**config.mk**
```make
export PLATFORM = sky130hd
export DESIGN_NAME = ram_access_arbiter
export DESIGN_NICKNAME = d
export VERILOG_FILES = /design/src/rtl/romulator_pkg.sv /design/src/rtl/phi2_edge_sync.sv /design/src/rtl/ram_access_arbiter.sv
export SDC_FILE = /design/constraint.sdc
export NUM_CORES = 1
export LEC_CHECK = 0
export CELL_PAD_IN_SITES_DETAIL_PLACEMENT = 1
export CELL_PAD_IN_SITES_GLOBAL_PLACEMENT = 2
export CORE_MARGIN = 4
export CORE_UTILIZATION = 10
export CTS_BUF_LIST = sky130_fd_sc_hd__clkbuf_2
export DETAILED_ROUTE_END_ITERATION = 8
export PLACE_DENSITY_LB_ADDON = 0.08
export SLEW_MARGIN = 20
export SYNTH_ARGS = -nofsm -noshare
export SYNTH_HDL_FRONTEND = slang
export SYNTH_SLANG_ARGS = --single-unit
```
**constraint.sdc**
```tcl
create_clock -name clk -period 4.6 [get_ports clk]
set_clock_uncertainty 0.1 [all_clocks]
set_input_delay 0.46 -clock clk [delete_from_list [all_inputs] [get_ports clk]]
set_output_delay 0.46 -clock clk [all_outputs]
set_load 0.02 [all_outputs]
```
**src/rtl/romulator_pkg.sv**
```systemverilog
// Shared definitions for the RAM access arbiter: FSM encoding, RAM owner codes
// and default parameter values.
package romulator_pkg;

    typedef enum logic [1:0] {
        ST_LOAD   = 2'd0,
        ST_RUN    = 2'd1,
        ST_DRAIN  = 2'd2,
        ST_HALTED = 2'd3
    } state_t;

    localparam logic [1:0] OWN_LOADER = 2'd0;
    localparam logic [1:0] OWN_CPU    = 2'd1;
    localparam logic [1:0] OWN_DIAG   = 2'd2;

    localparam int DEF_ADDR_W     = 16;
    localparam int DEF_DATA_W     = 8;
    localparam int DEF_NUM_WIN    = 2;
    localparam int DEF_HALT_EDGES = 2;

    // The CPU keeps the RAM while it is draining towards a halt.
    function automatic logic [1:0] owner_of(state_t s);
        case (s)
            ST_RUN, ST_DRAIN: owner_of = OWN_CPU;
            ST_HALTED:        owner_of = OWN_DIAG;
            default:          owner_of = OWN_LOADER;
        endcase
    endfunction

endpackage

```
**src/rtl/phi2_edge_sync.sv**
```systemverilog
// Brings the asynchronous CPU phi2 clock into the clk domain and emits a
// one-cycle pulse for each falling edge.
module phi2_edge_sync (
    input  logic clk,
    input  logic rst,
    input  logic phi2,
    output logic fall
);
    logic r_meta;
    logic r_sync;
    logic r_dly;

    always_ff @(posedge clk or negedge rst) begin
        if (!rst) begin
            r_meta <= 1'b0;
            r_sync <= 1'b0;
            r_dly  <= 1'b0;
        end else begin
            r_meta <= phi2;
            r_sync <= r_meta;
            r_dly  <= r_sync;
        end
    end

    assign fall = r_dly & ~r_sync;

endmodule

```
**src/rtl/ram_access_arbiter.sv**
```systemverilog
// Arbitrates one RAM between the flash loader, the CPU and a diagnostics port,
// with optional video-RAM write windows (macro ROMULATOR_VRAM_WINDOW_EN).
module ram_access_arbiter
    import romulator_pkg::*;
#(
    parameter int ADDR_W     = DEF_ADDR_W,
    parameter int DATA_W     = DEF_DATA_W,
    parameter int NUM_WIN    = DEF_NUM_WIN,
    parameter int HALT_EDGES = DEF_HALT_EDGES
) (
    input  logic                      clk,
    input  logic                      rst,
    input  logic                      load_done,
    input  logic [ADDR_W-1:0]         ld_addr,
    input  logic [DATA_W-1:0]         ld_data,
    input  logic                      ld_cs,
    input  logic                      ld_we,
    input  logic                      phi2,
    input  logic [ADDR_W-1:0]         cpu_addr,
    input  logic [DATA_W-1:0]         cpu_data,
    input  logic                      cpu_cs,
    input  logic                      cpu_we,
    input  logic                      diag_halt_req,
    input  logic [ADDR_W-1:0]         diag_addr,
    input  logic [DATA_W-1:0]         diag_data,
    input  logic                      diag_cs,
    input  logic                      diag_we,
    output logic [ADDR_W-1:0]         ram_addr,
    output logic [DATA_W-1:0]         ram_data,
    output logic                      ram_cs,
    output logic                      ram_we,
    output logic                      rdy,
    output logic                      halt_ack,
    output logic                      bus_oe,
    output logic [1:0]                owner,
    input  logic [NUM_WIN*ADDR_W-1:0] win_start,
    input  logic [NUM_WIN*ADDR_W-1:0] win_end,
    output logic [NUM_WIN-1:0]        win_we,
    output logic [ADDR_W-1:0]         win_addr,
    output logic [DATA_W-1:0]         win_data
);
    localparam int CNT_W = (HALT_EDGES < 2) ? 1 : $clog2(HALT_EDGES);
    localparam logic [CNT_W-1:0] CNT_LAST = CNT_W'(HALT_EDGES - 1);

    state_t           r_state;
    state_t           w_nxt_state;
    logic [CNT_W-1:0] r_cnt;
    logic [CNT_W-1:0] w_nxt_cnt;
    logic             w_fall;

    phi2_edge_sync u_phi2_sync (
        .clk  (clk),
        .rst  (rst),
        .phi2 (phi2),
        .fall (w_fall)
    );

    always_ff @(posedge clk or negedge rst) begin
        if (!rst) begin
            r_state <= ST_LOAD;
            r_cnt   <= '0;
        end else begin
            r_state <= w_nxt_state;
            r_cnt   <= w_nxt_cnt;
        end
    end

    always_comb begin
        w_nxt_state = r_state;
        w_nxt_cnt   = r_cnt;
        case (r_state)
            ST_LOAD: begin
                if (load_done) w_nxt_state = ST_RUN;
            end
            ST_RUN: begin
                if (diag_halt_req) begin
                    w_nxt_state = ST_DRAIN;
                    w_nxt_cnt   = '0;
                end
            end
            ST_DRAIN: begin
                // A withdrawn request abandons the drain even if an edge lands now.
                if (!diag_halt_req) begin
                    w_nxt_state = ST_RUN;
                    w_nxt_cnt   = '0;
                end else if (w_fall) begin
                    if (r_cnt == CNT_LAST) begin
                        w_nxt_state = ST_HALTED;
                        w_nxt_cnt   = '0;
                    end else begin
                        w_nxt_cnt = r_cnt + 1'b1;
                    end
                end
            end
            ST_HALTED: begin
                if (!diag_halt_req) w_nxt_state = ST_RUN;
            end
            default: w_nxt_state = ST_LOAD;
        endcase
    end

    always_comb begin
        ram_addr = ld_addr;
        ram_data = ld_data;
        ram_cs   = ld_cs;
        ram_we   = ld_we;
        case (r_state)
            ST_RUN, ST_DRAIN: begin
                ram_addr = cpu_addr;
                ram_data = cpu_data;
                ram_cs   = cpu_cs;
                ram_we   = cpu_we;
            end
            ST_HALTED: begin
                ram_addr = diag_addr;
                ram_data = diag_data;
                ram_cs   = diag_cs;
                ram_we   = diag_we;
            end
            default: ;
        endcase
    end

    assign owner    = owner_of(r_state);
    assign rdy      = (r_state == ST_RUN);
    assign halt_ack = (r_state == ST_HALTED);
    assign bus_oe   = (owner == OWN_CPU) & cpu_cs & ~cpu_we;

`ifdef ROMULATOR_VRAM_WINDOW_EN
    logic [NUM_WIN-1:0] w_sel;
    logic [ADDR_W-1:0]  w_off;
    logic               w_found;
    logic [ADDR_W-1:0]  w_ws;
    logic [ADDR_W-1:0]  w_we_end;
    logic [NUM_WIN-1:0] r_win_we;
    logic [ADDR_W-1:0]  r_win_addr;
    logic [DATA_W-1:0]  r_win_data;

    // Lowest-index hit wins; an empty or inverted range never matches.
    always_comb begin
        w_sel    = '0;
        w_off    = '0;
        w_found  = 1'b0;
        w_ws     = '0;
        w_we_end = '0;
        for (int i = 0; i < NUM_WIN; i++) begin
            w_ws     = win_start[i*ADDR_W +: ADDR_W];
            w_we_end = win_end[i*ADDR_W +: ADDR_W];
            if (!w_found && (w_ws < w_we_end) &&
                (ram_addr >= w_ws) && (ram_addr < w_we_end)) begin
                w_found  = 1'b1;
                w_sel[i] = 1'b1;
                w_off    = ram_addr - w_ws;
            end
        end
    end

    always_ff @(posedge clk or negedge rst) begin
        if (!rst) begin
            r_win_we   <= '0;
            r_win_addr <= '0;
            r_win_data <= '0;
        end else begin
            r_win_we   <= w_sel & {NUM_WIN{ram_we & ram_cs}};
            r_win_addr <= w_off;
            r_win_data <= ram_data;
        end
    end

    assign win_we   = r_win_we;
    assign win_addr = r_win_addr;
    assign win_data = r_win_data;
`else
    assign win_we   = '0;
    assign win_addr = '0;
    assign win_data = '0;
`endif

endmodule

```
==> results of run 1 <==
## per-layer routing
| layer | share of wire [%] | vias up |
|---|---|---|
| met5 | 0 | - |
| li1 | - | 661 |
| met3 | 10 | 2 |
| met4 | 0.35 | 0 |
| met1 | 40 | 619 |
| met2 | 49 | 75 |
## area by class of cell
class | count | area (sq um)
Clock buffer | 3 | 15.01
Fill cell | 1204 | 7571
Inverter | 3 | 11.26
Multi-Input combinational cell | 121 | 676.9
Sequential cell | 6 | 150.1
Tap cell | 133 | 166.4
Timing Repair Buffer | 114 | 1139
## path summary, 6_finish.rpt
check                      slack, ns                from            endpoint
max                             1.51          r_state[1]         ram_addr[6]
min                             0.23  u_phi2_sync.r_meta  u_phi2_sync.r_sync
max reg2reg                     2.50          r_state[1]               r_cnt
min reg2reg                     0.23  u_phi2_sync.r_meta  u_phi2_sync.r_sync
max in group asynchronous       3.77                 rst               r_cnt
min in group asynchronous       0.38                 rst  u_phi2_sync.r_sync
## stage by stage
step | cell area (sq um) | utilization (%)
3_5_place_dp | 2143 | 22.03
4_1_cts | 2158 | 22.18
5_1_grt | 2158 | 22.18
6_report | 2158 | 22.18
2_1_floorplan | 1090 | -
3_3_place_gp | 2143 | 22.03
## cell families (layout without fill, tap and decap cells)
kind of cell	Yosys count	after routing
simple gates	32	32
buf+inv	42	120
fa+ha+maj	4	4
compound gates	56	56
mux	3	3
other cells	1	26
flops	6	6
## registers in the layout, indices dropped and copies added (netlist names)
| register | flops |
|---|---|
| u_phi2_sync.r_sync | 1 |
| u_phi2_sync.r_dly | 1 |
| r_state | 2 |
| u_phi2_sync.r_meta | 1 |
| r_cnt | 1 |
## power groups by stage
stage               Combinational, mW  Clock, mW  Sequential, mW
floorplan                       0.670          0          0.0735
global placement                 1.22          0          0.0751
detailed placement               1.22          0          0.0756
CTS                              1.22     0.0408          0.0746
global route                     1.30     0.0451          0.0752
finish                           1.19     0.0377          0.0744
## cells in the mapped netlist
| library cell | n |
|---|---|
| buf_4 | 27 |
| nand2_1 | 27 |
| a22oi_1 | 26 |
| o21ai_0 | 26 |
| clkbuf_1 | 7 |
| dfrtp_1 | 6 |
| buf_2 | 5 |
| ha_1 | 4 |
| inv_1 | 3 |
| mux2i_1 | 2 |
| nor2_1 | 2 |
| a2111oi_2 | 1 |
| a21bo_2 | 1 |
| conb_1 | 1 |
| mux2_2 | 1 |
| nand2_2 | 1 |
| nor2b_1 | 1 |
| nor2b_2 | 1 |
| o221ai_1 | 1 |
| o22ai_1 | 1 |
==> flow_summary.toml, run 1 <==
[clock_tree]
htree_levels = 1
clock_latency_ns = 0.23
cts_tree = "yes"
cts_setup_buffers = 0
cts_hold_buf = 0
cts_resized = 0
clkSinkCount = 6
clk_pin_slew_worst_paths_ns = 0.07
clockBufferDepth = 2
cts-root-buf = "clkbuf_2"
numCtsBuffers = 3

[grt]
gr-total-overflow = 0
grt_use_met2_pct = 15.76
use_met3_pct = 3.119
grt_pass1_wl_mm = 8.107
grt_pass1_vias = 1381
grtUsageTotal_pct = 8.799
top_usage_layer = "met2"
grt_antenna_before_repair = 0
use_met1_pct = 10.31
grt_max_degree = 54

[logic_synthesis]
synth_top_family_by_area = "compound AO/OA/AOI/OAI gates"
netlist_area_sq_um = 996.0
synth_compound_area_share_pct = 36.68
synth_cell_types = 20
ys.warnings.count = 0
netlist.area_leader.share_pct = 20.35
yosysSeqAreaShare_pct = 15.08
synth_fa_ha_area_share_pct = 5.025
avgSynthCellArea_sq_um = 6.916
synthTopCellsByArea = "buf_4 20%, a22oi_1 20%, dfrtp_1 15%"
synthMuxAreaShare_pct = 3.141
synthSimpleGateAreaFrac_pct = 13.07
synthXorXnorAreaFrac_pct = 0
synth_seq_cells = 6
yosysTopAreaCell = "buf_4"
netlist_instances = 144

[sta]
hold-worst-slack_ns = 0.2336
grt_setup_unrepaired = "no"
finalSetupViolCount = 0
fin_ws_ns = 1.513
post-route-min-period_ns = 3.087
hold_viol_final = 0
worstMarginPinSlew_ns = 0.9014
fmax_mhz = 323.9
period_share_pct = 67.11
relSlewSlack_pct = 39.91
drv_slew = 0
finalSetupTns_ns = 0

[route]
final_antenna_net_count = 0
firstDrtPassIters = 4
drt-total-wl_mm = 5.485
routedWlPerCell_microns = 14.43
drc = 0
drtIter0Drc = 93
viasPerCell = 3.571
vias = 1357

[critical_path]
slowest_delay_ns = 0.80
startpoint_type = "flip-flop"
crit_cells = 5
cp_top_family = "adder cells"
cp.required_ns = 4.04
worst-path-buf-inv = 2
worstPathMaxFanout = 30
reg2reg_depth = 4
crit_slowest_cell = "ha_2"
criticalPathCategory = "flip-flop to output pin"
cp.arrival_ns = 2.53
critPathCaptureType = "output pin"
path_cells = "inv_1 > ha_2 > a22oi_1 > o21ai_0 > clkdlybuf4s50_1"

[pwr]
switching_power_uw = 689.7
switching_share_pct = 53.15
power_frac_seq_pct = 5.7
intPower_uw = 607.9
p_leak_nw = 0.8399
ir_drop_uv = 260.4
power_frac_comb_pct = 91.4
power_density_nw_per_um2 = 601.2
p_clk_share_pct = 2.9
fin_total_pwr_mw = 1.298

[placement]
dpl.cell_count = 377
finalWeightedCongestion = 0.6451
numPortBuffers = 113
dp_worst_setup_slack_ns = 1.689
dp_hpwl_mm = 4.417

[min_path]
hold_class = "flip-flop to flip-flop"
hold_depth = 0

[finish]
nets = 400
drive_above_1_share_pct = 4.049
final_common_cell = "clkdlybuf4s50_1"
area_growth_syn_to_layout_pct = 116.7
n_antenna_cell = 0
instances_no_fill = 380
most-common-layout-cells = "113 x clkdlybuf4s50_1, 27 x nand2_1, 26 x a22oi_1, 26 x o21ai_0, 26 x conb_1"

[die]
core_region_area_sq_um = 9729
start_util_pct = 10.24
die_w_microns = 107.8
dieArea_sq_um = 11620
num_rows = 36
ios = 204
die_h_microns = 107.8

[run_status]
status = "finished, final reports clean"

[flow_run]
maxCapViolations = 0
Power figures use the tool's default switching activity.
==> run 2: changes to the inputs <==
clock period = 3.05 ns   (was 4.6 ns; I/O delays follow)
==> run 2 against run 1 <==
Clock power rose by 48%. Worst setup slack worse by 1.2 ns. Via count rose by 2.1%. Power grew 57%. Clock-buffer cell count unchanged. Global-route usage shrank 0.21 points. Cell count rose by 0.79%. Final area up 2.2%. Wire length up 0.20%. Sequential share of layout area decreased by 0.15 points. Critical path depth grew 1. Flip-flop and latch count is the same. Largest power group unchanged.
==> flow_summary.toml, run 2 (same netlist as run 1, synthesis figures left out) <==
[grt]
grtUsageTotal_pct = 8.588
grt_pass1_vias = 1402
gr-total-overflow = 0
grt_antenna_before_repair = 0
grt_pass1_wl_mm = 7.845
grt_max_degree = 47

[pwr]
switching_power_mw = 1.054
p_leak_nw = 0.8636
intPower_uw = 987.9
power_frac_comb_pct = 91.8
p_clk_share_pct = 2.7
power_density_nw_per_um2 = 925.5
fin_total_pwr_mw = 2.041
switching_share_pct = 51.61
ir_drop_uv = 305.6
power_frac_seq_pct = 5.5

[die]
core_region_area_sq_um = 9729
num_rows = 36
start_util_pct = 10.24
dieArea_sq_um = 11620
ios = 204
die_w_microns = 107.8
die_h_microns = 107.8

[finish]
drive_above_1_share_pct = 5.200
largest_reg_flops = 2
most-common-layout-cells = "113 x clkdlybuf4s50_1, 27 x nand2_1, 26 x a22oi_1, 26 x o21ai_0, 26 x conb_1"
n_antenna_cell = 0
final_common_cell = "clkdlybuf4s50_1"
regMostFlops = "r_state"
area_growth_syn_to_layout_pct = 121.5
nets = 403

[clock_tree]
cts_setup_buffers = 0
numCtsBuffers = 3
cts_hold_buf = 0
cts_resized = 0
clkSinkCount = 6
cts-root-buf = "clkbuf_2"
clk_pin_slew_worst_paths_ns = 0.06
cts_tree = "yes"
htree_levels = 1
clockBufferDepth = 2
clock_latency_ns = 0.23

[critical_path]
cp.required_ns = 2.64
critPathCaptureType = "output pin"
worstPathMaxFanout = 21
startpoint_type = "flip-flop"
criticalPathCategory = "flip-flop to output pin"
reg2reg_slack_ns = 1.26
reg2reg_depth = 6
cp.arrival_ns = 2.33

[flow_run]
maxCapViolations = 0

[sta]
grt_setup_unrepaired = "no"
hold-worst-slack_ns = 0.2218
post-route-min-period_ns = 2.734
finalSetupTns_ns = 0
hold_viol_final = 0
drv_slew = 0
period_share_pct = 89.63
finalSetupViolCount = 0
fmax_mhz = 365.8

[route]
routedWlPerCell_microns = 14.35
drtIter0Drc = 33
drt-total-wl_mm = 5.496
drc = 0
vias = 1386
viasPerCell = 3.619
firstDrtPassIters = 4
final_antenna_net_count = 0

[min_path]
hold_class = "input pin to asynchronous set/reset pin"

[placement]
dp_hpwl_mm = 4.519
finalWeightedCongestion = 0.6475
numPortBuffers = 113

[run_status]
status = "finished, final reports clean"
==> run 2: cell count changes in the layout (fill, tap and decap cells not counted) <==
| cell | before | now |
|---|---|---|
| buf_12 | 0 | 2 |
| buf_4 | 1 | 2 |
==> run 2: final timing paths <==
check | from | endpoint
min | rst | u_phi2_sync.r_dly
min reg2reg | u_phi2_sync.r_meta | u_phi2_sync.r_sync
min in group clk | u_phi2_sync.r_meta | u_phi2_sync.r_sync
max reg2reg | r_state[1] | r_state[1]
max in group asynchronous | rst | u_phi2_sync.r_sync
max | r_state[0] | ram_addr[11]
==> run 2: area by class of cell <==
class                   instances  area [sq um]
inverters                       3         11.26
flip-flops and latches          6         150.1
well taps                     133         166.4
multi-input cells             121         676.9
repair buffers                117          1186
clock buffers                   3         15.01
fillers                      1206          7523
==> run 2: layer usage <==
layer	GRT usage [%]	part of all wire, %	up-vias
li1	-	-	667
met1	10.39	41	634
met2	15.32	49	81
met3	2.280	8.9	4
met4	1.533	1.1	0
met5	0	0	-
==> run 2: critical path, cell delays in order (launching register included) <==
cell and delay, ns:
dfrtp_1 0.37, inv_1 0.09, ha_2 0.47, buf_12 0.21, a22oi_1 0.09, o21ai_0 0.21
clkdlybuf4s50_1 0.66
==> run 2: power by group through the flow <==
| stage | clock [mW] | combinational, mW | sequential [mW] |
|---|---|---|---|
| final | 0.0559 | 1.87 | 0.112 |
| after global routing | 0.0663 | 2.04 | 0.116 |
| after CTS | 0.0599 | 1.93 | 0.113 |
| after detailed placement | 0 | 1.92 | 0.114 |
| after global placement | 0 | 1.93 | 0.113 |
| after floorplan | 0 | 1.01 | 0.111 |
==> run 2: per-stage QoR <==
step / cells / area (sq um) / util (%) / setup slack (ns)
3_5_place_dp: 380 / 2191 / 22.52 / 0.5001
4_1_cts: 383 / 2206 / 22.67 / 0.2397
6_report: 383 / 2206 / 22.67 / 0.3162
3_3_place_gp: 380 / 2191 / 22.52 / 0.5462
2_1_floorplan: 169 / 1090 / - / 0.8559
5_1_grt: 383 / 2206 / 22.67 / 0.1008
